==> config.mk <==
export PLATFORM = sky130hd
export DESIGN_NAME = fpu_scheduler
export DESIGN_NICKNAME = d
export VERILOG_FILES = /design/src/rtl/fpu_pkg.sv /design/src/rtl/fpu_rr_arbiter.sv /design/src/rtl/fpu_scheduler.sv
export SDC_FILE = /design/constraint.sdc
export NUM_CORES = 1
export LEC_CHECK = 0
export ABC_CLOCK_PERIOD_IN_PS = 8400
export BUFFER_PORTS_ARGS = -buffer_cell sky130_fd_sc_hd__buf_2
export CORE_AREA = 2 2 184 186
export DETAILED_ROUTE_END_ITERATION = 10
export DIE_AREA = 0 0 186 188
export GPL_TIMING_DRIVEN = 0
export PLACE_DENSITY = 0.51
export SLEW_MARGIN = 30
export SYNTH_ARGS = -nofsm -noshare
export SYNTH_HDL_FRONTEND = slang
export SYNTH_SLANG_ARGS = --single-unit
==> constraint.sdc <==
create_clock -name clk -period 8.4 [get_ports clk]
set_clock_uncertainty 0.15 [all_clocks]
set_input_delay 0.42 -clock clk [delete_from_list [all_inputs] [get_ports clk]]
set_output_delay 0.42 -clock clk [all_outputs]
set_load 0.05 [all_outputs]
==> src/rtl/fpu_pkg.sv <==
// fpu_pkg: shared types for the FPU request scheduler.
// Holds the opcode and FSM state enums plus the datapath word width.
package fpu_pkg;

    localparam int WORD_W = 32;

    typedef enum logic [1:0] {
        OP_ADD = 2'b00,
        OP_SUB = 2'b01,
        OP_MUL = 2'b10,
        OP_DIV = 2'b11
    } op_t;

    typedef enum logic [1:0] {
        IDLE  = 2'b00,
        ISSUE = 2'b01,
        WAIT  = 2'b10,
        RESP  = 2'b11
    } sched_state_t;

    // Negate an IEEE-754 single by flipping its sign bit.
    function automatic logic [WORD_W-1:0] neg_sign(
        input logic [WORD_W-1:0] v
    );
        return {~v[WORD_W-1], v[WORD_W-2:0]};
    endfunction

endpackage

==> src/rtl/fpu_rr_arbiter.sv <==
// fpu_rr_arbiter: round-robin arbiter with a rotating priority pointer.
// Ports: req (N requests), en (gate), advance (commit grant) -> grant, grant_idx.
module fpu_rr_arbiter #(
    parameter int N = 4
) (
    input  logic                 clk,
    input  logic                 rst_n,
    input  logic [N-1:0]         req,
    input  logic                 en,
    input  logic                 advance,
    output logic [N-1:0]         grant,
    output logic [$clog2(N)-1:0] grant_idx
);

    localparam int IDX_W = $clog2(N);

    logic [IDX_W-1:0] ptr_q;
    logic [IDX_W-1:0] kk;
    logic             found;
    int               k;

    // Scan from the pointer upward, wrapping once; first hit wins.
    always_comb begin
        grant     = '0;
        grant_idx = '0;
        found     = 1'b0;
        k         = 0;
        kk        = '0;
        for (int i = 0; i < N; i++) begin
            k = int'(ptr_q) + i;
            if (k >= N) k = k - N;
            kk = IDX_W'(k);
            if (en && !found && req[kk]) begin
                found     = 1'b1;
                grant[kk] = 1'b1;
                grant_idx = kk;
            end
        end
    end

    always_ff @(posedge clk or negedge rst_n) begin
        if (!rst_n) begin
            ptr_q <= '0;
        end else if (advance) begin
            if (grant_idx == IDX_W'(N - 1)) ptr_q <= '0;
            else                            ptr_q <= grant_idx + 1'b1;
        end
    end

endmodule

==> src/rtl/fpu_scheduler.sv <==
// fpu_scheduler: shares one add/mul/div FPU datapath among NUM_REQ requesters,
// one operation in flight at a time, round-robin arbitration.
// Ports: req_valid/req_ready/req_op/req_a/req_b per requester; resp_valid
// (one-hot), resp_ready, shared resp_data/resp_err; fpu_a/fpu_b operands,
// add/mul/div_valid start strobes, *_res/*_err unit results.
// Build option FPU_SCHED_STATS_EN adds op_count and err_count outputs.
module fpu_scheduler
    import fpu_pkg::*;
#(
    parameter int NUM_REQ     = 4,
    parameter int FPU_LATENCY = 12
) (
    input  logic                      clk,
    input  logic                      rst_n,
    input  logic [NUM_REQ-1:0]        req_valid,
    output logic [NUM_REQ-1:0]        req_ready,
    input  logic [2*NUM_REQ-1:0]      req_op,
    input  logic [WORD_W*NUM_REQ-1:0] req_a,
    input  logic [WORD_W*NUM_REQ-1:0] req_b,
    output logic [NUM_REQ-1:0]        resp_valid,
    input  logic [NUM_REQ-1:0]        resp_ready,
    output logic [WORD_W-1:0]         resp_data,
    output logic                      resp_err,
    output logic [WORD_W-1:0]         fpu_a,
    output logic [WORD_W-1:0]         fpu_b,
    output logic                      add_valid,
    output logic                      mul_valid,
    output logic                      div_valid,
    input  logic [WORD_W-1:0]         add_res,
    input  logic [WORD_W-1:0]         mul_res,
    input  logic [WORD_W-1:0]         div_res,
    input  logic                      add_err,
    input  logic                      mul_err,
    input  logic                      div_err
`ifdef FPU_SCHED_STATS_EN
    ,
    output logic [31:0]               op_count,
    output logic [15:0]               err_count
`endif
);

    localparam int IDX_W = $clog2(NUM_REQ);
    localparam int CNT_W = (FPU_LATENCY > 1) ? $clog2(FPU_LATENCY) : 1;

    sched_state_t state_q, state_d;

    logic [NUM_REQ-1:0] grant;
    logic [IDX_W-1:0]   grant_idx;
    logic               arb_en;
    logic               accept;
    logic               resp_hs;
    logic               wait_done;

    logic [IDX_W-1:0]  g_q;
    op_t               op_q;
    logic [WORD_W-1:0] a_q;
    logic [WORD_W-1:0] b_q;
    logic [WORD_W-1:0] data_q;
    logic              err_q;
    logic [CNT_W-1:0]  cnt_q;

    op_t               sel_op;
    logic [WORD_W-1:0] sel_a;
    logic [WORD_W-1:0] sel_b;
    logic [WORD_W-1:0] unit_res;
    logic              unit_err;

    // Gating with rst_n keeps req_ready low while reset is held.
    assign arb_en = (state_q == IDLE) && rst_n;

    fpu_rr_arbiter #(
        .N (NUM_REQ)
    ) u_arb (
        .clk       (clk),
        .rst_n     (rst_n),
        .req       (req_valid),
        .en        (arb_en),
        .advance   (accept),
        .grant     (grant),
        .grant_idx (grant_idx)
    );

    assign req_ready = grant;
    assign accept    = |(req_valid & grant);
    assign resp_hs   = (state_q == RESP) && resp_ready[g_q];
    assign wait_done = (state_q == WAIT) && (cnt_q == '0);

    assign sel_op = op_t'(req_op[{grant_idx, 1'b0} +: 2]);
    assign sel_a  = req_a[{grant_idx, 5'b0} +: WORD_W];
    assign sel_b  = req_b[{grant_idx, 5'b0} +: WORD_W];

    assign fpu_a     = a_q;
    assign fpu_b     = b_q;
    assign resp_data = data_q;
    assign resp_err  = err_q;

    always_comb begin
        resp_valid = '0;
        for (int i = 0; i < NUM_REQ; i++) begin
            resp_valid[i] = (state_q == RESP) && (g_q == IDX_W'(i));
        end
    end

    // Sub shares the adder: the sign flip happens on the operand.
    always_comb begin
        unit_res = add_res;
        unit_err = add_err;
        unique case (op_q)
            OP_ADD, OP_SUB: begin
                unit_res = add_res;
                unit_err = add_err;
            end
            OP_MUL: begin
                unit_res = mul_res;
                unit_err = mul_err;
            end
            OP_DIV: begin
                unit_res = div_res;
                unit_err = div_err;
            end
            default: ;
        endcase
    end

    always_ff @(posedge clk or negedge rst_n) begin
        if (!rst_n) state_q <= IDLE;
        else        state_q <= state_d;
    end

    always_comb begin
        state_d   = state_q;
        add_valid = 1'b0;
        mul_valid = 1'b0;
        div_valid = 1'b0;
        unique case (state_q)
            IDLE: begin
                if (accept) state_d = ISSUE;
            end
            ISSUE: begin
                state_d = WAIT;
                unique case (op_q)
                    OP_ADD, OP_SUB: add_valid = 1'b1;
                    OP_MUL:         mul_valid = 1'b1;
                    OP_DIV:         div_valid = 1'b1;
                    default: ;
                endcase
            end
            WAIT: begin
                if (cnt_q == '0) state_d = RESP;
            end
            RESP: begin
                if (resp_hs) state_d = IDLE;
            end
            default: state_d = IDLE;
        endcase
    end

    always_ff @(posedge clk or negedge rst_n) begin
        if (!rst_n) begin
            g_q    <= '0;
            op_q   <= OP_ADD;
            a_q    <= '0;
            b_q    <= '0;
            data_q <= '0;
            err_q  <= 1'b0;
            cnt_q  <= '0;
        end else begin
            if (accept) begin
                g_q  <= grant_idx;
                op_q <= sel_op;
                a_q  <= sel_a;
                b_q  <= (sel_op == OP_SUB) ? neg_sign(sel_b) : sel_b;
            end
            // FPU_LATENCY-1 down to 0 gives FPU_LATENCY WAIT cycles.
            if (state_q == ISSUE) begin
                cnt_q <= CNT_W'(FPU_LATENCY - 1);
            end else if (state_q == WAIT && cnt_q != '0) begin
                cnt_q <= cnt_q - 1'b1;
            end
            if (wait_done) begin
                data_q <= unit_res;
                err_q  <= unit_err;
            end
        end
    end

`ifdef FPU_SCHED_STATS_EN
    always_ff @(posedge clk or negedge rst_n) begin
        if (!rst_n) begin
            op_count  <= '0;
            err_count <= '0;
        end else if (resp_hs) begin
            op_count <= op_count + 1'b1;
            if (err_q && err_count != 16'hFFFF) begin
                err_count <= err_count + 1'b1;
            end
        end
    end
`endif

endmodule

==> results of run 1 <==
==> registers in the layout (all words and copies together), names as in the netlist <==
name	count
op_q	2
cnt_q	4
resp_data	32
g_q	2
fpu_b	32
u_arb.ptr_q	2
state_q	2
fpu_a	32
resp_err	1
==> logic make-up after synthesis <==
kind of cell,Yosys count,share of synthesized area [%]
DFF,109,37.6
xor gates and xnor gates,4,0.483
AOI/OAI and AO/OA,106,9.28
adders and majority gates,15,2.59
buffers and inverters,56,4.19
and+or+nand+nor,123,7.99
muxes,176,37.9
==> cell usage after synthesis (all sizes together) (2+ instances only) <==
master / n / area share [%]
a221oi: 2 / 0.33
buf: 29 / 2.8
o211a: 2 / 0.28
o21ai: 71 / 4.9
a222oi: 2 / 0.28
a22oi: 2 / 0.21
xnor2: 4 / 0.48
nand2b: 5 / 0.53
mux4: 68 / 21
mux2i: 41 / 5.7
ha: 15 / 2.6
nand3: 2 / 0.14
o221ai: 4 / 0.48
a221o: 3 / 0.41
and3: 4 / 0.35
nand2: 84 / 4.3
nor2: 10 / 0.52
nand3b: 5 / 0.52
nor2b: 3 / 0.36
nor3b: 2 / 0.21
inv: 10 / 0.52
o211ai: 2 / 0.28
clkbuf: 16 / 0.83
mux2: 67 / 11
and2: 2 / 0.17
a21oi: 6 / 0.41
dfrtp: 109 / 38
o221a: 2 / 0.31
a31oi: 2 / 0.26
==> report_power, final <==
part           switching, mW  internal, mW  total (mW)
Combinational           1.63         0.870        2.50
Sequential             0.144         0.776       0.920
Clock                  0.216         0.233       0.449
==> per-layer routing <==
layer	share of wire (%)	up-vias	wire [um]	GRT usage, %
li1	-	3224	-	-
met1	42	3373	12200	20.1
met2	48	324	13800	27.5
met3	7.9	24	2250	3.85
met4	1.3	4	366	3.79
met5	0.094	-	27	0
==> worst max-delay path, cell delays in order (launching register included) <==
cell	delay (ns)
sky130_fd_sc_hd__dfrtp_1	0.54
sky130_fd_sc_hd__buf_6	0.20
sky130_fd_sc_hd__clkinv_1	0.32
sky130_fd_sc_hd__ha_1	0.55
sky130_fd_sc_hd__mux4_2	0.68
sky130_fd_sc_hd__nor4b_4	0.38
sky130_fd_sc_hd__a221oi_1	0.23
sky130_fd_sc_hd__o211ai_2	0.49
sky130_fd_sc_hd__buf_6	0.25
sky130_fd_sc_hd__buf_6	0.20
sky130_fd_sc_hd__mux2_2	0.35
==> cells in the final DEF (no fill, tap or decap), drive strengths merged, types with 3 or more instances in the layout <==
cell type  synthesis  layout
buf               29     510
dfrtp            109     109
nand2             84      84
o21ai             71      71
mux4              68      68
mux2              67      67
mux2i             41      41
clkbuf            16      25
ha                15      15
inv               10      12
nor2              10      10
a21oi              6       6
nand3b             5       5
nand2b             5       5
o221ai             4       4
xnor2              4       4
and3               4       4
diode              0       3
a221o              3       3
nor2b              3       3
clkinv             1       3
==> timing repair <==
| item | in CTS | in global routing |
|---|---|---|
| setup buffers | 0 | 0 |
| endpoints found under the hold margin | 41 | 0 |
| hold buffers | 1 | 0 |
==> how the worst max path moves through the flow <==
stage | startpoint | endpoint | depth (start not counted)
2_1_floorplan | u_arb.ptr_q[0]$_DFFE_PN0P_ | fpu_a[0]$_DFFE_PN0P_ | 10
3_3_place_gp | rst_n | fpu_a[31]$_DFFE_PN0P_ | 8
3_5_place_dp | u_arb.ptr_q[0]$_DFFE_PN0P_ | fpu_a[31]$_DFFE_PN0P_ | 9
4_1_cts | u_arb.ptr_q[0]$_DFFE_PN0P_ | fpu_a[31]$_DFFE_PN0P_ | 9
5_1_grt | u_arb.ptr_q[0]$_DFFE_PN0P_ | fpu_a[31]$_DFFE_PN0P_ | 9
6_report | u_arb.ptr_q[0]$_DFFE_PN0P_ | fpu_a[10]$_DFFE_PN0P_ | 10
==> area by class of cell <==
class | instances | share of cell area (%)
inverter | 11 | 0.391
antenna | 3 | 0.0710
tap | 448 | 5.30
clock inverter | 7 | 0.687
multi-input combinational | 424 | 39.9
clock buffer | 9 | 2.13
buffer | 45 | 2.49
sequential | 109 | 25.8
timing repair buffer | 482 | 23.2
==> impl_summary.md, run 1 <==
Timing
The number of endpoints with negative hold slack in the final report is 0. After routing, the total negative slack on setup checks comes to 0 ns. At the pin with the least slew margin, the transition time is 0.906 ns.

On the final layout, the worst hold slack is 0.197 ns. Timing would allow up to 225 MHz. The final number of setup-violating endpoints is 0. The total count of max-transition violations in the final report is 0. The worst path in the final design needs a cycle of 4.44 ns, including I/O delays and setup.

The post-route fraction of the period consumed by the critical path is 52.9%. Setup repair after global routing left no endpoint under its margin. After layout, the worst setup slack is 3.96 ns.

In this run the tightest slew margin relative to its limit is 39.6%.

Floorplanning
The number of placed I/O pins is 481. The die footprint is 35000 um2. The vertical extent of the die is 188 um. The initial utilization of the core area, before any placement, comes to 21.9%. The count of standard-cell rows is 67. The floorplan step set the die width to 186 um. The area of the placeable core is 33100 um2.

Clock tree
The number of gates resized after CTS was 0. TritonCTS built the clock tree. The number of clock buffers added by TritonCTS is 9.

The buffer depth of the longest clock path is 2. The cell sitting at the root of the clock tree is a sky130_fd_sc_hd__clkbuf_16. The later pin in the worst-skew pair is clocked with a latency of 0.36 ns. Clock-pin slew was measured on the worst setup and hold paths at 0.08 ns. The clock net sink count is 109. The number of levels the H-tree was split into is 3.

Power and ir drop
Summed over all cells, the static leakage comes to 5.19 nW. The design draws 3.87 mW. Dividing total power by cell area gives a power density of 366 nW/um2. IR analysis of the VDD net gives a maximum drop of 0.187 mV.

Final layout
The number of inserted filler cells in the final layout is 3480. The area growth from synthesis to layout is 45.7%. The utilization of the core after routing is 31.9%. After routing the design area is 10600 um2. The fraction of layout instances using a drive strength above 1 is 61.3%. In the final layout, the multi-input gates occupy 4220 um2. For this run, the post-layout net count is 1470. Leaving out filler cells and counting taps, the final layout contains 1538. The sequential cell area is 2730 um2.

Setup path
The endpoint of the lowest-slack register-to-register path is fpu_a[10]$_DFFE_PN0P_. The worst setup slack for register-to-register paths is 3.96 ns. The category of the worst setup path capture point is a register.

The critical-path maximum fanout is 12. STA puts the critical path data arrival time at 4.54 ns. The critical path class is reg -> reg. The reg-to-reg critical path startpoint is u_arb.ptr_q[0]$_DFFE_PN0P_. The count of cells along the worst register-to-register path is 10.

The data required time at the worst endpoint is 8.50 ns. The kind of launch point of the worst setup path is a register.

Yosys
Counting every net in the synthesized netlist gives 977. Synthesis produced a netlist whose cell count is 589. The synthesized design contains 0 enable-type register cells. Dividing the synthesized area by the synthesized cell count gives 12.3 um2. The yosys synthesis warning count is 0. The number of different library cells used by synthesis comes to 56. In the synthesized netlist the dominant register cell turns out to be sky130_fd_sc_hd__dfrtp_1. The share of async-settable or async-resettable flops after synthesis is 100%. The sequential element share of the synthesized area is 37.6%. Counting flops and latches in the post-synthesis netlist gives 109. The synthesized netlist occupies a cell area of 7250 um2.

Min path
The class of the worst hold path is in -> reg. The hold path endpoint is resp_data[17]$_DFFE_PN0P_. Counting instances, the worst hold path has a depth of 3. The startpoint of the worst hold path is add_res[17].

Placement
The final HPWL from detailed placement is 23400 um. The total cell area at the placement stage is 10300 um2. At the placement stage, the worst setup path has a slack of 3.91 ns. The count of input and output buffers is 480. In this run, placement finished with an instance count of 1518. The placer's final routability congestion estimate is 0.880.

GRT
The first global-routing pass estimated 41500 um of wire. The number of antenna violations at the first check in global routing is 6. The number of global-route vias before repair came to 7203. The global router's overall resource usage is 16.0%. Entering global routing, the biggest net connects 69 pins.

After global routing the overflow that remains totals 0.

Detailed routing
The number of vias in the routed layout is 6949. The count of TritonRoute iterations in the first routing pass is 4. In this run, the number of DRC markers left after iteration 0 of detailed routing was 222.

For this run, design rule violations remaining after detail routing come to 0. In this run the remaining antenna-violating nets after routing total 0. In the final routed layout, each cell accounts on average for 18.6 um. After detailed routing, the number of vias per cell comes to 4.52. The total wire length after detailed routing is 28600 um.

Status
The run finished with clean final reports.

Job
The number of maximum-capacitance constraint violations is 0.
No activity file was read; power rests on OpenSTA's default activity.
==> run 2, diff against run 1 <==
--- a/config.mk
+++ b/config.mk
@@ -5,11 +5,11 @@
 export SDC_FILE = /design/constraint.sdc
 export NUM_CORES = 1
 export LEC_CHECK = 0
-export ABC_CLOCK_PERIOD_IN_PS = 8400
+export ABC_CLOCK_PERIOD_IN_PS = 3610
 export BUFFER_PORTS_ARGS = -buffer_cell sky130_fd_sc_hd__buf_2
-export CORE_AREA = 2 2 184 186
+export CORE_AREA = 2 2 187 189
 export DETAILED_ROUTE_END_ITERATION = 10
-export DIE_AREA = 0 0 186 188
+export DIE_AREA = 0 0 189 191
 export GPL_TIMING_DRIVEN = 0
 export PLACE_DENSITY = 0.51
 export SLEW_MARGIN = 30
==> constraint.sdc (replaced) <==
create_clock -name clk -period 3.61 [get_ports clk]
set_clock_uncertainty 0.15 [all_clocks]
set_input_delay 0.1805 -clock clk [delete_from_list [all_inputs] [get_ports clk]]
set_output_delay 0.1805 -clock clk [all_outputs]
set_load 0.05 [all_outputs]
==> run 2 against run 1 <==
Against the previous run:
- final area up 4.6%
- clock power increased by 120%
- total power up 140%
- non-clock buffer count up 40
- combinational power up 140%
- utilization is 0.48 points higher
- largest cell class unchanged
- largest power group unchanged
- highest routed layer is now met4
==> impl_summary.md, run 2 (synthesized netlist as in run 1, its figures left out) <==
Setup path
In this run the critical register-to-register path is captured at fpu_b[30]$_DFFE_PN0P_. The critical-path maximum fanout was 12 (unchanged). The data required time at the worst endpoint was 3.72 ns (-4.78 ns).

Tracing the worst setup path back leads to its startpoint at u_arb.ptr_q[0]$_DFFE_PN0P_. The count of cells along the worst register-to-register path is 13 (+3). The worst setup path is of the reg -> reg kind.

The worst setup path is launched from a register. The reg-to-reg critical path startpoint is u_arb.ptr_q[0]$_DFFE_PN0P_. The arrival time of data at the critical path endpoint is 3.61 ns (-0.93 ns). The endpoint of the most critical setup path is fpu_b[30]$_DFFE_PN0P_. The worst setup slack for register-to-register paths is 0.11 ns (-3.85 ns).

The category of the worst setup path capture point is a register.

GRT
The number of global-route vias before repair was 7458 (+3.5%). The met1 track utilization from global routing is 18.6% (-1.5 points). The pin count of the biggest net entering global routing was 58 (-16%). The met3 routing resource usage after global routing was 4.31% (+0.47 points). The wire length of the first global-routing pass is 45300 um (+9.0%). The global router's overall resource usage is 17.1% (+1.1 points). The remaining global-route overflow is 0 (unchanged). The fraction of met2 tracks used by global routing is 31.5% (+4.0 points). The most congested layer reported by global routing is met2.

The number of antenna violations at the first check in global routing came to 7 (+1).

Clock tree
The clock net sink count is 109 (unchanged). The buffer depth of the longest clock path came to 2 (unchanged). The clock-pin slew reported for the worst setup and hold paths after clock tree synthesis is 0.08 ns (about the same). The number of levels the H-tree was split into is 3 (unchanged). The buffer type at the clock tree root is sky130_fd_sc_hd__clkbuf_16. The clock insertion delay at the later pin of the skew report was 0.38 ns (+0.02 ns).

The clock buffer count from CTS came to 9 (unchanged). The clock tree from TritonCTS is yes.

Placement
The final HPWL from detailed placement is 25700 um (+9.8%). The placer's final routability congestion estimate was 0.834 (-5.2%). The worst setup slack before clock tree synthesis is -0.868 ns (-4.78 ns). The count of input and output buffers is 480 (unchanged).

Timing
The final hold slack came to 0.0298 ns (-0.167 ns). The post-route fraction of the period consumed by the critical path came to 97.0% (+44 points). The shortest period the worst path allows is 3.50 ns (-0.939 ns).

The worst max-slew margin expressed relative to the limit is 41.0% (+1.4 points). The number of endpoints with negative hold slack in the final report came to 0 (unchanged). The final number of setup-violating endpoints was 0 (unchanged). The sum of negative setup slack was 0 ns (unchanged). The actual transition at the worst max-transition pin is 0.885 ns (-0.0208 ns). The achievable frequency is 285 MHz (+27%).

Setup repair after global routing left no endpoint under its margin. The total count of max-transition violations in the final report is 0 (unchanged). The worst setup margin was 0.107 ns (-3.85 ns).

Detailed routing
The via-per-instance ratio is 4.47 (-1.1%). The number of vias in the routed layout is 7092 (+2.1%). The DRC marker count from the first detailed-route iteration is 263 (+18%). The total wire length after detailed routing was 31600 um (+10%). The count of TritonRoute iterations in the first routing pass is 8 (+4). The remaining antenna violation count after routing is 0 (unchanged).

The average detailed-routed wire length per instance is 19.9 um (+6.9%). The remaining routing DRC violations came to 0 (unchanged).

Floorplanning
The die footprint was 36100 um2 (+3.2%). The area of the placeable core came to 34100 um2 (+3.0%). The vertical extent of the die was 191 um (+1.6%).

The count of standard-cell rows is 68 (+1.5%). The number of placed I/O pins came to 481 (unchanged). The width of the die came to 189 um (+1.6%).

The starting density of the core is 21.3% (-0.64 points).

Final layout
The number of nets in the final layout is 1510 (+2.7%). The area growth from synthesis to layout is 52.4%. In the layout the commonest cells are 482 x sky130_fd_sc_hd__buf_2, 107 x sky130_fd_sc_hd__dfrtp_1, 84 x sky130_fd_sc_hd__nand2_1, 69 x sky130_fd_sc_hd__o21ai_0, 67 x sky130_fd_sc_hd__mux4_2. The fraction of layout instances using a drive strength above 1 was 60.9% (-0.40 points). The most common cell after layout, fill and taps aside is sky130_fd_sc_hd__buf_2.

Status
The flow ran to the end, and the final reports show no timing, DRC or antenna violations.

Min path
The min-delay analysis places its worst path in the category in -> reg.

Power and ir drop
The reported leakage power is 5.39 nW (+3.9%). The total power is 9.18 mW (+140%). The maximum resistive drop on vdd was 0.488 mV (+160%). The power density relative to cell area is 831 nW/um2 (+130%).

Job
The number of maximum-capacitance constraint violations is 0 (unchanged).
## run 2: changes by cell type in the layout (fill, tap and decap cells not counted), sizes merged
cell,change
clkbuf,+6
clkinv,+2
diode,+2
clkinvlp,-2
bufinv,-1
buf,+8
dlygate4sd3,+27
## run 2: what timing repair did
action                                  CTS  global route
pin swaps                                 4             3
resized for setup                        20            12
endpoints found under the setup margin   76            65
setup buffers                            11             2
hold buffers                             28             0
hold endpoints to repair                111             0
## run 2: layout make-up
cell class,instances,area (um2)
timing repair buffer,522,2840
tap,455,569
antenna,5,12.5
buffer,45,329
sequential,109,2730
clock buffer,10,229
clock inverter,6,37.5
multi-input combinational,424,4260
inverter,11,46.3
fill,3522,23100
## run 2: routing by layer
metal	vias up	part of all wire, %
met3	30	6.9
met2	331	53
li1	3308	-
met1	3423	38
met5	-	0
met4	0	2.7
## run 2: worst min path at each step
stage | from | to | cells after the start
finish | add_res[21] | resp_data[21]$_DFFE_PN0P_ | 3
global route | add_res[21] | resp_data[21]$_DFFE_PN0P_ | 3
CTS | add_res[21] | resp_data[21]$_DFFE_PN0P_ | 3
detailed placement | rst_n | resp_data[6]$_DFFE_PN0P_ | 1
global placement | resp_data[4]$_DFFE_PN0P_ | resp_data[4]$_DFFE_PN0P_ | 2
floorplan | rst_n | cnt_q[0]$_DFFE_PN0P_ | 0
## run 2: where the power goes
| group | switching, mW | internal [mW] | total (mW) | leakage [nW] |
|---|---|---|---|---|
| sequential | 0.305 | 1.81 | 2.11 | 1.21 |
| combinational | 3.88 | 2.20 | 6.08 | 4.04 |
| clock | 0.520 | 0.471 | 0.990 | 0.137 |
| total | 4.71 | 4.48 | 9.18 | 5.39 |
## run 2: metrics by stage
stage          area (um2)  cells  util [%]
2_1_floorplan        7250    589         -
3_3_place_gp        10200   1524      30.0
3_5_place_dp        10300   1525      30.1
4_1_cts             11000   1580      32.2
5_1_grt             11000   1585      32.4
6_report            11100   1587      32.4
## run 2: worst max-delay path, stage by stage, from the launching register on
cell and delay [ns]:
sky130_fd_sc_hd__dfrtp_2 0.39, sky130_fd_sc_hd__buf_6 0.16, sky130_fd_sc_hd__clkinv_4 0.12, sky130_fd_sc_hd__ha_4 0.32
sky130_fd_sc_hd__mux4_2 0.58, sky130_fd_sc_hd__buf_4 0.18, sky130_fd_sc_hd__nand3b_1 0.10, sky130_fd_sc_hd__a21oi_1 0.12
sky130_fd_sc_hd__a221oi_2 0.29, sky130_fd_sc_hd__o211ai_2 0.11, sky130_fd_sc_hd__buf_4 0.18, sky130_fd_sc_hd__buf_8 0.17
sky130_fd_sc_hd__buf_8 0.17, sky130_fd_sc_hd__mux2_4 0.30
